--- src/rtl/mem_access_unit_pkg.sv ---
// -----------------------------------------------------------------------------
// mem_access_unit_pkg
// Shared definitions for the MEM-stage data memory access unit:
//   - access size encodings carried on size_i
//   - FSM state type for the sub-word store read-modify-write sequence
//   - helper that classifies an access as misaligned for its size
// -----------------------------------------------------------------------------
package mem_access_unit_pkg;

   localparam logic [1:0] SIZE_BYTE = 2'b00;
   localparam logic [1:0] SIZE_HALF = 2'b01;
   localparam logic [1:0] SIZE_WORD = 2'b10;

   // IDLE serves loads and word stores in one cycle; MERGE_WR is the write
   // half of a sub-word store.
   typedef enum logic [0:0] {
      ST_IDLE     = 1'b0,
      ST_MERGE_WR = 1'b1
   } mau_state_t;

   // A byte is never misaligned; a half needs bit 0 clear; a word (encodings
   // 10 and 11) needs both low bits clear.
   function automatic logic is_misaligned(input logic [1:0] size,
                                          input logic [1:0] addr_lo);
      logic mis;
      case (size)
         SIZE_BYTE: mis = 1'b0;
         SIZE_HALF: mis = addr_lo[0];
         default:   mis = (addr_lo != 2'b00);
      endcase
      return mis;
   endfunction

endpackage

--- src/rtl/mem_access_unit_load_extend.sv ---
// -----------------------------------------------------------------------------
// mem_access_unit_load_extend
// Combinational load lane select and sign/zero extension (little-endian lanes).
// Ports:
//   i_word     - full word read from data memory
//   i_size     - access size (byte / half / word; 11 behaves as word)
//   i_offset   - byte offset within the word (bit 1 only is used for halves)
//   i_unsigned - 1 = zero-extend, 0 = sign-extend
//   o_data     - extended load result
// -----------------------------------------------------------------------------
module mem_access_unit_load_extend
   import mem_access_unit_pkg::*;
#(
   parameter int DATA_WIDTH = 32
) (
   input  logic [DATA_WIDTH-1:0] i_word,
   input  logic [1:0]            i_size,
   input  logic [1:0]            i_offset,
   input  logic                  i_unsigned,
   output logic [DATA_WIDTH-1:0] o_data
);

   logic [7:0]  w_byte;
   logic [15:0] w_half;
   logic        w_byte_fill;
   logic        w_half_fill;

   // Offset 0 is bits 7:0; a half lane is picked by offset bit 1 alone.
   assign w_byte = i_word[{i_offset, 3'b000} +: 8];
   assign w_half = i_word[{i_offset[1], 4'b0000} +: 16];

   assign w_byte_fill = i_unsigned ? 1'b0 : w_byte[7];
   assign w_half_fill = i_unsigned ? 1'b0 : w_half[15];

   // Extend the selected lane to full width.
   always_comb begin
      o_data = i_word;
      case (i_size)
         SIZE_BYTE: o_data = {{(DATA_WIDTH-8){w_byte_fill}}, w_byte};
         SIZE_HALF: o_data = {{(DATA_WIDTH-16){w_half_fill}}, w_half};
         default:   o_data = i_word;
      endcase
   end

endmodule

--- src/rtl/mem_access_unit.sv ---
// -----------------------------------------------------------------------------
// mem_access_unit
// MEM-stage interface to a word-only data memory. Loads complete in the
// request cycle. Word stores write in one cycle. Sub-word stores take two
// cycles: read the word (stall asserted), merge the new lane into a
// register at the edge, then write the merged word in MERGE_WR.
//
// Optional feature macro: MISALIGN_TRAP_EN
//   defined   - misaligned half/word accesses raise misaligned_o, suppress
//               the write, force load_data_o to 0 and never stall.
//   undefined - misaligned_o is 0; low address bits are simply ignored.
//
// Ports:
//   clk, reset        - clock, asynchronous active-low reset
//   mem_read_i        - load request
//   mem_write_i       - store request (wins when both requests are high)
//   size_i            - 00 byte, 01 half, 10/11 word
//   unsigned_i        - zero-extend loads when 1
//   address_i         - byte address
//   store_data_i      - store data, sub-word data in low bits
//   dm_data_i         - combinational read word from data memory
//   dm_address_o      - word-aligned memory address
//   dm_write_data_o   - full word to write
//   dm_mem_write_o    - memory write strobe
//   dm_mem_read_o     - memory read strobe
//   load_data_o       - extended load result
//   stall_o           - freeze upstream pipeline this cycle
//   misaligned_o      - address exception flag
// -----------------------------------------------------------------------------
module mem_access_unit
   import mem_access_unit_pkg::*;
#(
   parameter int DATA_WIDTH = 32
) (
   input  logic                  clk,
   input  logic                  reset,
   input  logic                  mem_read_i,
   input  logic                  mem_write_i,
   input  logic [1:0]            size_i,
   input  logic                  unsigned_i,
   input  logic [DATA_WIDTH-1:0] address_i,
   input  logic [DATA_WIDTH-1:0] store_data_i,
   input  logic [DATA_WIDTH-1:0] dm_data_i,
   output logic [DATA_WIDTH-1:0] dm_address_o,
   output logic [DATA_WIDTH-1:0] dm_write_data_o,
   output logic                  dm_mem_write_o,
   output logic                  dm_mem_read_o,
   output logic [DATA_WIDTH-1:0] load_data_o,
   output logic                  stall_o,
   output logic                  misaligned_o
);

   mau_state_t            r_state;
   mau_state_t            w_state_next;
   logic [DATA_WIDTH-1:0] r_merge;
   logic [DATA_WIDTH-1:0] w_merge_next;
   logic [DATA_WIDTH-1:0] w_merged_word;
   logic [DATA_WIDTH-1:0] w_ext_data;
   logic [DATA_WIDTH-1:0] w_wdata;
   logic [DATA_WIDTH-1:0] w_load;
   logic                  w_rd;
   logic                  w_wr;
   logic                  w_stall;
   logic                  w_mis_out;
   logic                  w_is_word;
   logic                  w_misaligned;

   // Size 11 is handled exactly like a word.
   assign w_is_word = size_i[1];

`ifdef MISALIGN_TRAP_EN
   assign w_misaligned = is_misaligned(size_i, address_i[1:0]);
`else
   assign w_misaligned = 1'b0;
`endif

   assign dm_address_o = {address_i[DATA_WIDTH-1:2], 2'b00};

   mem_access_unit_load_extend #(
      .DATA_WIDTH (DATA_WIDTH)
   ) u_load_extend (
      .i_word     (dm_data_i),
      .i_size     (size_i),
      .i_offset   (address_i[1:0]),
      .i_unsigned (unsigned_i),
      .o_data     (w_ext_data)
   );

   // Memory word with the target store lane replaced by the new data.
   always_comb begin
      w_merged_word = dm_data_i;
      case (size_i)
         SIZE_BYTE: w_merged_word[{address_i[1:0], 3'b000} +: 8]   = store_data_i[7:0];
         SIZE_HALF: w_merged_word[{address_i[1], 4'b0000} +: 16]   = store_data_i[15:0];
         default:   w_merged_word = store_data_i;
      endcase
   end

   // Next-state and strobe decode. Outputs are gated by reset so that a
   // request held during reset cannot stall or write.
   always_comb begin
      w_state_next = r_state;
      w_merge_next = r_merge;
      w_rd         = 1'b0;
      w_wr         = 1'b0;
      w_wdata      = store_data_i;
      w_stall      = 1'b0;
      w_load       = {DATA_WIDTH{1'b0}};
      w_mis_out    = 1'b0;
      if (!reset) begin
         w_state_next = ST_IDLE;
      end else begin
         w_mis_out = w_misaligned & (mem_read_i | mem_write_i);
         case (r_state)
            ST_IDLE: begin
               if (mem_write_i) begin
                  // A simultaneous read request is ignored: store only.
                  if (w_misaligned) begin
                     w_wr = 1'b0;
                  end else if (w_is_word) begin
                     w_wr = 1'b1;
                  end else begin
                     w_rd         = 1'b1;
                     w_stall      = 1'b1;
                     w_merge_next = w_merged_word;
                     w_state_next = ST_MERGE_WR;
                  end
               end else if (mem_read_i) begin
                  w_rd = 1'b1;
                  if (w_misaligned) begin
                     w_load = {DATA_WIDTH{1'b0}};
                  end else begin
                     w_load = w_ext_data;
                  end
               end else begin
                  w_rd = 1'b0;
               end
            end
            ST_MERGE_WR: begin
               // Inputs are held by upstream, so dm_address_o still points
               // at the word that was read in the previous cycle.
               w_wr         = 1'b1;
               w_wdata      = r_merge;
               w_state_next = ST_IDLE;
            end
            default: begin
               w_state_next = ST_IDLE;
            end
         endcase
      end
   end

   // State and merge register update.
   always_ff @(posedge clk or negedge reset) begin
      if (!reset) begin
         r_state <= ST_IDLE;
         r_merge <= {DATA_WIDTH{1'b0}};
      end else begin
         r_state <= w_state_next;
         r_merge <= w_merge_next;
      end
   end

   assign dm_write_data_o = w_wdata;
   assign dm_mem_write_o  = w_wr;
   assign dm_mem_read_o   = w_rd;
   assign load_data_o     = w_load;
   assign stall_o         = w_stall;
   assign misaligned_o    = w_mis_out;

endmodule

--- config.mk ---
export PLATFORM = sky130hd
export DESIGN_NAME = mem_access_unit
export DESIGN_NICKNAME = d
export VERILOG_FILES = /design/src/rtl/mem_access_unit_pkg.sv /design/src/rtl/mem_access_unit_load_extend.sv /design/src/rtl/mem_access_unit.sv
export SDC_FILE = /design/constraint.sdc
export NUM_CORES = 1
export LEC_CHECK = 0
export BUFFER_PORTS_ARGS = -buffer_cell sky130_fd_sc_hd__buf_4
export CORE_MARGIN = 2
export CORE_UTILIZATION = 27
export DETAILED_ROUTE_END_ITERATION = 12
export GPL_ROUTABILITY_DRIVEN = 0
export PLACE_DENSITY = 0.5
export SETUP_SLACK_MARGIN = 0.2
export SYNTH_ARGS = -nofsm -noshare
export SYNTH_HDL_FRONTEND = slang
export SYNTH_SLANG_ARGS = --single-unit
--- constraint.sdc ---
create_clock -name clk -period 2.5 [get_ports clk]
set_input_delay 0.625 -clock clk [delete_from_list [all_inputs] [get_ports clk]]
set_output_delay 0.625 -clock clk [all_outputs]
set_load 0.02 [all_outputs]
==> impl_results.md, run 1 <==
* Status: complete, no violations
* Pwr dens at 384 nW/um^2
* Vert. Die Dim at 123 um
* # hold bufs at CTS at 0
* Post-route setup slack at around 31 ps
* Startpoint Class: input pin
* Top_reg_cell synth: dfrtp_1
* Number of synthesized flops with an enable pin at 0
* Core area at 13800 um^2
* Vias per Instance at between 5 and 6
* Final period utilization at 0.988
* Crit. End Element: output pin
* Final Skew at between 5 and 6 ps
* DRT Wirelength at 15500 um
* Row cnt at between 40 and 50
* Placed Area at 4990 um^2
* Post-synthesis cell area at between 3000 and 4000 um^2
* Met2 usage at 0.304
* Maximum vdd drop at just over 0.0002 V
* Residual DRC count at 0
* Max Cap Viol at 0
* Top post-synthesis cells by area: dfrtp_1 (22%), mux2_2 (10%), buf_4 (7.5%)
* Register area share after synthesis at 0.218
* # setup viols final at 0
* WL per Instance at 21.5 um
* Flops & latches, synth at 33
* HPWL after DPL at 11000 um
* Yosys top cell by area: dfrtp_1
* RSZ-0062 raised after global routing: true
* Final max-slew violation count at 0
* Final nets at between 600 and 700
* I/O pins at a little over 200
* GR peak layer: met2
* Critical path required time at around 1900 ps
* Clock latency on the worst-skew pair at 280 ps
* Fmax achieved at a little over 400 MHz
* Synth Instances at about 420
* Clk sink count at 33
* Total track usage at 0.193
* Min-delay worst type: reg -> reg
* 1st-pass router iterations at 4
* Number of synthesis warnings at 0
* IO buf count at roughly 140
* Final Power at approximately 2.3 mW
* WS Path Type: in -> out
* H-tree depth at 2
* Dpl cells at 698
* Global-route met3 utilization at 0.0441
* Vias in the first global route at just under 4000
* Syn avg cell area at between 8 and 9 um^2
* Worst Max-Slew Pin Slew at approximately 600 ps
* Layout Utilization at 0.437
* CTS tree: done
* Initial antenna violation count at 1
* FF-to-FF setup slack at 870 ps
* Pre-CTS setup slack at 16.2 ps
* First-pass GRT wire length at between 20000 and 25000 um
* Root buffer cell: clkbuf_16
* CP Data Arrival Time at 1840 ps
* Slew headroom at 0.601
* Total CTS buffers at 5
* CP max FO at 7
* Async S/R FF share, synth at 1.00
* Synth top area share at 0.218
* Die area at about 15000 um^2
* Clk pin slew, worst setup/hold paths at 50 ps
* Design Area, Final at between 6000 and 7000 um^2
* Largest net degree at the start of global routing at between 60 and 70
* Hold_ws at about 500 ps
* P&R area growth vs syn at 58.7%
* Met1 Use GR at 0.269
* Static leakage at 2.70 nW
* Layout cells sized above 1 at 0.536
* Die width at around 120 um
* Starting Density at 0.275
* GRT Residual Overflow at 0
* Min Tclk post-route at between 2000 and 2500 ps
* Non-Filler Instances at 722
* Final TNS setup at 0 ps
* Initial drt markers at 222
* Unique cell type count in the Yosys netlist at 40
* Final hold violation count at 0
* Clk buf depth at 2
* Via Count at between 3000 and 4000
* Routed Antenna Nets at 0
## report_power, final
part,switching [mW],internal [mW]
logic,0.481,0.506
registers,0.0720,0.639
clock network,0.224,0.391
total,0.777,1.54
## worst max-delay path, stage by stage
cell	delay (ps)
buf_12	90
mux4_2	530
a21oi_4	300
a221oi_2	120
buf_4	170
## worst paths after layout
check,from,endpoint,cells past startpoint
max,address_i[1],load_data_o[14],5
min,r_merge[6],r_merge[6],2
max reg2reg,r_state,r_merge[28],5
min reg2reg,r_merge[6],r_merge[6],2
max in group asynchronous,reset,r_merge[14],2
min in group asynchronous,reset,r_state,2
## per-layer routing
metal	wire length (um)	part of all wire
met5	0	0
met4	191	0.012
met3	1450	0.093
met2	7340	0.47
met1	6520	0.42
## final cells by class
class	count	area, um^2
flip-flops and latches	33	827
diodes	1	2.50
fillers	1386	7750
multi-input cells	313	3020
inverters	8	35.0
well taps	180	225
clock buffers	7	143
repair buffers	180	1760
## synthesized netlist by cell type, types with 2 or more instances
library cell  number
a211oi_1          11
inv_1              7
clkbuf_1          19
nand2b_1           4
buf_2             14
a221o_1           24
a22o_1            24
nand3_1           17
mux2_2            35
a21oi_1           31
dfrtp_1           33
and3b_1            2
nand2_1            6
a311oi_1           5
buf_4             38
o21ai_2           10
buf_6              2
mux4_2             8
o21ai_0           23
nor2_1            20
a31oi_1            3
nor2b_1           22
mux2i_1           27
ha_1               5
o22ai_1            6
nor4_1             2
a221oi_1           7
nand4bb_1          2
o31ai_1            5
## cells in the final DEF, fill, tap and decap left out, drive strengths merged
cell	n
or3	2
a22o	24
a311oi	5
mux4	8
dfrtp	33
a21oi	32
and4bb	2
nand2	6
nor4	2
ha	5
o31ai	5
a221o	24
and3	1
a31oi	3
clkbuf	9
buf	177
inv	7
o22ai	6
nand3	17
mux2i	27
mux2	35
bufbuf	1
nor3b	1
conb	3
or2	1
and3b	2
o41ai	1
nor2b	22
nand2b	4
nand4bb	2
clkinv	1
nor2	20
o221a	1
a211oi	11
nor4b	1
o21ai	33
a221oi	7
diode	1
## logic make-up after synthesis
family,after synthesis,synth area share
AO/OA/AOI/OAI,152,0.297
buffers and inverters,81,0.126
other,1,0.000989
AND/OR/NAND/NOR,81,0.119
adder cells (fa/ha/maj),5,0.0165
multiplexers,70,0.223
flip-flops,33,0.218
## flip-flops by register name, indices dropped and copies added (netlist names)
| signal | cells |
|---|---|
| r_merge | 32 |
| r_state | 1 |
## what timing repair did
item,in CTS,in global routing
endpoints found under the setup margin,30,64
pin swaps,12,17
setup buffers,5,4
gates cloned,4,3
gates resized for setup,60,106
Note: power is estimated with default switching activity, not from simulation.
==> inputs of run 2 (changes only) <==
--- a/config.mk
+++ b/config.mk
@@ -10,6 +10,7 @@
 export CORE_UTILIZATION = 27
 export DETAILED_ROUTE_END_ITERATION = 12
 export GPL_ROUTABILITY_DRIVEN = 0
+export MAX_ROUTING_LAYER = met4
 export PLACE_DENSITY = 0.5
 export SETUP_SLACK_MARGIN = 0.2
 export SYNTH_ARGS = -nofsm -noshare
==> run 2 against run 1 <==
First-iteration DRC count rose by 33%; non-clock buffer count grew 7; clock skew fell by 0.97 ps; combinational power increased by 1%; clock power about the same; cell count is 0.97% higher; global-route usage increased by 0.52 points; critical path depth is 3 higher.
==> impl_results.md, run 2 (same netlist as run 1, synthesis figures left out) <==
* Residual DRC count at 0 (unchanged)
* # setup viols final at 0 (unchanged)
* Fill count at 1380 (was 1386)
* CP Depth at 8 (was 5)
* Final period utilization at 0.991 (was 0.988)
* Via Count at 4051 (was 3975)
* Root buffer cell: clkbuf_16 (unchanged)
* Die area at 15000 um^2 (unchanged)
* # hold bufs at CTS at 0 (unchanged)
* Sw Pwr at 0.781 mW (was 0.777 mW)
* First-pass GRT wire length at 22300 um (about the same)
* Final TNS setup at 0 ps (unchanged)
* CTS tree: done (unchanged)
* DRT Wirelength at 15600 um (was 15500 um)
* Pwr dens at 383 nW/um^2 (was 384 nW/um^2)
* Row cnt at 43 (unchanged)
* Total track usage at 0.198 (was 0.193)
* Seq pwr share at 0.306 (was 0.307)
* Crit path max-delay family: buffers and inverters (was multiplexers)
* Most common cell after layout, fill and taps aside: buf_4 (unchanged)
* Slew headroom at 0.598 (was 0.601)
* Final Skew at 4.43 ps (was 5.40 ps)
* Vias in the first global route at 3869 (was 3876)
* Layout cells sized above 1 at 0.538 (was 0.536)
* Starting Density at 0.275 (unchanged)
* CP Data Arrival Time at 1850 ps (was 1840 ps)
* Slowest-stage cell, CP: mux4_2 (unchanged)
* Min Tclk post-route at 2480 ps (was 2470 ps)
* Die width at 123 um (unchanged)
* Status: complete, no violations (unchanged)
* Max stage delay on crit path at 420 ps (was 530 ps)
* Most frequent cells in the layout: buf_4 (113), buf_6 (60), mux2_4 (34), dfrtp_1 (32), a21oi_1 (29) (was buf_4 (106), buf_6 (60), mux2_4 (34), dfrtp_1 (32), a21oi_1 (29))
* Worst hold stages at 2 (unchanged)
* Net Sw Frac at 0.336 (about the same)
* CP max FO at 6 (was 7)
* Largest net degree at the start of global routing at 62 (unchanged)
* Vias per Instance at 5.56 (was 5.51)
* Critical path required time at 1880 ps (about the same)
* Clk sink count at 33 (unchanged)
* Final Power at 2.32 mW (was 2.31 mW)
* Core area at 13800 um^2 (unchanged)
* Max reg flops at 32 (unchanged)
* Maximum vdd drop at 0.000203 V (was 0.000205 V)
* IO buf count at 139 (unchanged)
* 1st-pass router iterations at 4 (unchanged)
* Final hold violation count at 0 (unchanged)
* GRT Residual Overflow at 0 (unchanged)
* WS Path Type: in -> out (unchanged)
* HPWL after DPL at 11000 um (unchanged)
* Initial antenna violation count at 1 (unchanged)
* RSZ-0062 raised after global routing: true (unchanged)
* Clk buf depth at 2 (unchanged)
* Max Cap Viol at 0 (unchanged)
* Worst Max-Slew Pin Slew at 603 ps (was 598 ps)
* Startpoint Class: input pin (unchanged)
* Internal at 1.54 mW (about the same)
* Clock latency on the worst-skew pair at 280 ps (about the same)
* Fmax achieved at 403 MHz (was 405 MHz)
* Final nets at 656 (was 649)
* P&R area growth vs syn at 60.0% (was 58.7%)
* Crit-path cells: buf_12, buf_4, buf_6, buf_8, mux4_2, nor2_2, a211oi_2, buf_4 (was buf_12, mux4_2, a21oi_4, a221oi_2, buf_4)
* Vert. Die Dim at 123 um (unchanged)
* Largest regs: r_merge x32, r_state x1 (unchanged)
* Crit. End Element: output pin (unchanged)
* WL per Instance at 21.4 um (was 21.5 um)
* Total CTS buffers at 5 (unchanged)
* I/O pins at 203 (unchanged)
* Final max-slew violation count at 0 (unchanged)
* Min-delay worst type: reg -> reg (unchanged)
* CP bufs+invs at 5 (was 2)
* Worst Reg-to-Reg Cells at 5 (unchanged)
* Most Frequent Cell on Critical Path: buf_4
* Largest Register: r_merge (unchanged)
* Routed Antenna Nets at 0 (unchanged)
* Initial drt markers at 295 (was 222)
* Static leakage at 2.72 nW (was 2.70 nW)
* H-tree depth at 2 (unchanged)
* Clk pin slew, worst setup/hold paths at 50 ps (about the same)
* Combinational share of power at 0.429 (was 0.427)
* Clock Power Share at 0.265 (was 0.266)
## run 2: repair_timing
action	4_1_cts	5_1_grt
buffers inserted	5	11
hold endpoints to repair	0	0
gates cloned	4	3
setup endpoints to repair	30	64
pin swaps	12	20
gates resized for setup	60	104
## run 2: worst paths after layout
path,startpoint,end,slack [ps]
min reg2reg,r_merge[6],r_merge[6],490
max,address_i[1],load_data_o[0],20
max reg2reg,r_state,r_merge[20],880
min,r_merge[6],r_merge[6],490
max in group asynchronous,reset,r_merge[22],1630
min in group asynchronous,reset,r_state,520
## run 2: per-stage QoR
step                      setup slack, ps  instances   util  instance area, um^2  hold slack [ps]
after floorplan                      35.1        425      -                 3940              329
after global placement               25.8        698  0.362                 4990              474
after detailed placement             16.2        698  0.362                 4990              476
after CTS                            42.1        714  0.400                 5500              488
after global routing                -25.2        729  0.440                 6070              523
final                                21.5        729  0.440                 6070              487
## run 2: final cells by class
cell class | count | area (um^2) | area share
antenna | 1 | 2.50 | 0.000412
clock buffer | 7 | 143 | 0.0235
inverter | 8 | 35.0 | 0.00577
multi-input combinational | 313 | 3020 | 0.498
sequential | 33 | 827 | 0.136
tap | 180 | 225 | 0.0371
timing repair buffer | 187 | 1810 | 0.299
## run 2: worst register-to-register path: stages (launching register included)
cell       delay, ps
dfrtp_2          400
buf_4            120
nand4bb_2        140
buf_4            490
a21oi_1          130
a22o_1           220
## run 2: power by group through the flow
stage | registers [mW] | clock network (mW) | logic (mW)
after detailed placement | 0.719 | 0 | 0.820
after CTS | 0.710 | 0.630 | 0.892
after global placement | 0.717 | 0 | 0.805
final | 0.712 | 0.615 | 0.997
after global routing | 0.726 | 0.648 | 1.07
after floorplan | 0.683 | 0 | 0.569
## run 2: per-layer routing
layer | GRT usage | up-vias | wire [um]
li1 | - | 1853 | -
met1 | 0.272 | 2009 | 6900
met2 | 0.306 | 174 | 7310
met3 | 0.0358 | 15 | 1190
met4 | 0.0402 | 0 | 177
met5 | - | - | 0
==> inputs of run 3 (changes only) <==
--- a/config.mk
+++ b/config.mk
@@ -6,6 +6,7 @@
 export NUM_CORES = 1
 export LEC_CHECK = 0
 export BUFFER_PORTS_ARGS = -buffer_cell sky130_fd_sc_hd__buf_4
+export CORE_ASPECT_RATIO = 0.6
 export CORE_MARGIN = 2
 export CORE_UTILIZATION = 27
 export DETAILED_ROUTE_END_ITERATION = 12
==> run 3 against run 2 <==
Sequential share of layout area grew 1.4 points; core utilization shrank 3.9 points; largest cell class unchanged; sequential power shrank 0.6%; first-iteration DRC count shrank 3.1%; clock power grew 2%; via count grew 0.17%; critical path type unchanged; critical endpoint is now load_data_o[13]; setup slack gained 51 ps; combinational power shrank 10%; die area grew 0.20%; register-to-register slack gained 60 ps.
==> impl_results.md, run 3 (same netlist as run 1, synthesis figures left out) <==
* Fill count at 1398 (was 1380)
* CP max FO at 7 (was 6)
* DRT Wirelength at 15500 um (was 15600 um)
* Worst Reg-to-Reg Cells at 4 (was 5)
* # hold bufs at CTS at 0 (unchanged)
* Fmax achieved at 412 MHz (was 403 MHz)
* Placed Area at 4990 um^2 (about the same)
* RSZ-0062 raised after global routing: true (unchanged)
* Static leakage at 2.38 nW (was 2.72 nW)
* Residual DRC count at 0 (unchanged)
* Starting Density at 0.277 (was 0.275)
* Final period utilization at 0.971 (was 0.991)
* Row cnt at 33 (was 43)
* Root buffer cell: clkbuf_16 (unchanged)
* Clk pin slew, worst setup/hold paths at 60 ps (was 50 ps)
* Final nets at 643 (was 656)
* 1st-pass router iterations at 5 (was 4)
* CP startpoint: address_i[1] (unchanged)
* Via Count at 4058 (was 4051)
* GRT Residual Overflow at 0 (unchanged)
* Design Area, Final at 5490 um^2 (was 6070 um^2)
* Startpoint Class: input pin (unchanged)
* Vias per Instance at 5.57 (was 5.56)
* Min Tclk post-route at 2430 ps (was 2480 ps)
* Layout cells sized above 1 at 0.519 (was 0.538)
* Max reg flops at 32 (unchanged)
* Most frequent cells in the layout: buf_4 (149), mux2_2 (34), dfrtp_1 (32), a21oi_1 (30), mux2i_1 (27) (was buf_4 (113), buf_6 (60), mux2_4 (34), dfrtp_1 (32), a21oi_1 (29))
* Maximum vdd drop at 0.000230 V (was 0.000203 V)
* Status: complete, no violations (unchanged)
* CP Data Arrival Time at 1800 ps (was 1850 ps)
* Most common cell after layout, fill and taps aside: buf_4 (unchanged)
* Largest net degree at the start of global routing at 62 (unchanged)
* Seq. cell area at 827 um^2 (unchanged)
* Die area at 15000 um^2 (about the same)
* Min-delay worst type: in -> async (was reg -> reg)
* Final max-slew violation count at 0 (unchanged)
* Post-route setup slack at 72.7 ps (was 21.5 ps)
* Core area at 13700 um^2 (was 13800 um^2)
* Clk sink count at 33 (unchanged)
* Vert. Die Dim at 95.8 um (was 123 um)
* Clk buf depth at 2 (unchanged)
* Vias in the first global route at 3908 (was 3869)
* Largest regs: r_merge x32, r_state x1 (unchanged)
* Clock latency on the worst-skew pair at 280 ps (about the same)
* WL per Instance at 21.3 um (was 21.4 um)
* Routed Antenna Nets at 0 (unchanged)
* WS Path Type: in -> out (unchanged)
* Total CTS buffers at 5 (unchanged)
* Worst R2R Start: r_state (unchanged)
* Area of the multi-input gates at 2800 um^2 (was 3020 um^2)
* I/O pins at 203 (unchanged)
* # setup viols final at 0 (unchanged)
* Max Cap Viol at 0 (unchanged)
* IO buf count at 139 (unchanged)
* Final Power at 2.23 mW (was 2.32 mW)
* Critical path required time at 1880 ps (about the same)
* HPWL after DPL at 11700 um (was 11000 um)
* Largest Register: r_merge (unchanged)
* Slew headroom at 0.593 (was 0.598)
* Initial antenna violation count at 0 (was 1)
* Pwr dens at 406 nW/um^2 (was 383 nW/um^2)
* First-pass GRT wire length at 23100 um (was 22300 um)
* N_diodes at 0 (was 1)
* Initial drt markers at 286 (was 295)
* Worst Max-Slew Pin Slew at 611 ps (was 603 ps)
* CTS tree: done (unchanged)
* P&R area growth vs syn at 44.7% (was 60.0%)
* Total track usage at 0.210 (was 0.198)
* Final hold violation count at 0 (unchanged)
* Crit. End Element: output pin (unchanged)
* Final Skew at 10.5 ps (was 4.43 ps)
* Die width at 157 um (was 123 um)
* Hold_ws at 468 ps (was 487 ps)
* Pre-CTS setup slack at -153 ps (was 16.2 ps)
* H-tree depth at 2 (unchanged)
## run 3: final timing paths
check                      slack, ps              end
max in group asynchronous       1690          r_state
hold / removal                   470      r_merge[17]
setup / recovery                  70  load_data_o[13]
hold reg to reg                  490       r_merge[3]
setup reg to reg                 940      r_merge[27]
min in group clk                 490       r_merge[3]
## run 3: layer usage
metal / vias up / share of wire / global-route usage
met2: 209 / 0.40 / 0.292
li1: 1837 / - / -
met1: 2002 / 0.50 / 0.310
met4: 0 / 0.0054 / 0.0206
met3: 10 / 0.088 / 0.0549
met5: - / 0 / -
## run 3: layout make-up
class,count,area share
Multi-Input combinational cell,314,0.509
Timing Repair Buffer,173,0.264
Sequential cell,33,0.151
Tap cell,192,0.0438
Clock buffer,5,0.0228
Inverter,8,0.00570
Clock inverter,3,0.00319
## run 3: what timing repair did
item / 4_1_cts / 5_1_grt
setup endpoints to repair: 31 / 63
resized for setup: 46 / 19
hold endpoints to repair: 0 / 0
pin swaps: 17 / 10
setup buffers: 3 / 2
gates cloned: 4 / 0
## run 3: stage by stage
| stage | TNS, ps | util | std cells |
|---|---|---|---|
| floorplan | 0 | - | 425 |
| global placement | -236 | 0.365 | 711 |
| detailed placement | -1530 | 0.365 | 711 |
| CTS | 0 | 0.396 | 726 |
| global route | 0 | 0.402 | 728 |
| finish | 0 | 0.402 | 728 |
## run 3: worst max-delay path, stage by stage
cell and delay (ps):
buf_12 100, mux4_2 530, a21oi_4 180, buf_12 140, a221oi_2 60, buf_4 170
## run 3: where the power goes
group | internal, mW | total [mW] | switching [mW]
clock | 0.366 | 0.626 | 0.260
combinational | 0.427 | 0.894 | 0.466
sequential | 0.638 | 0.708 | 0.0700
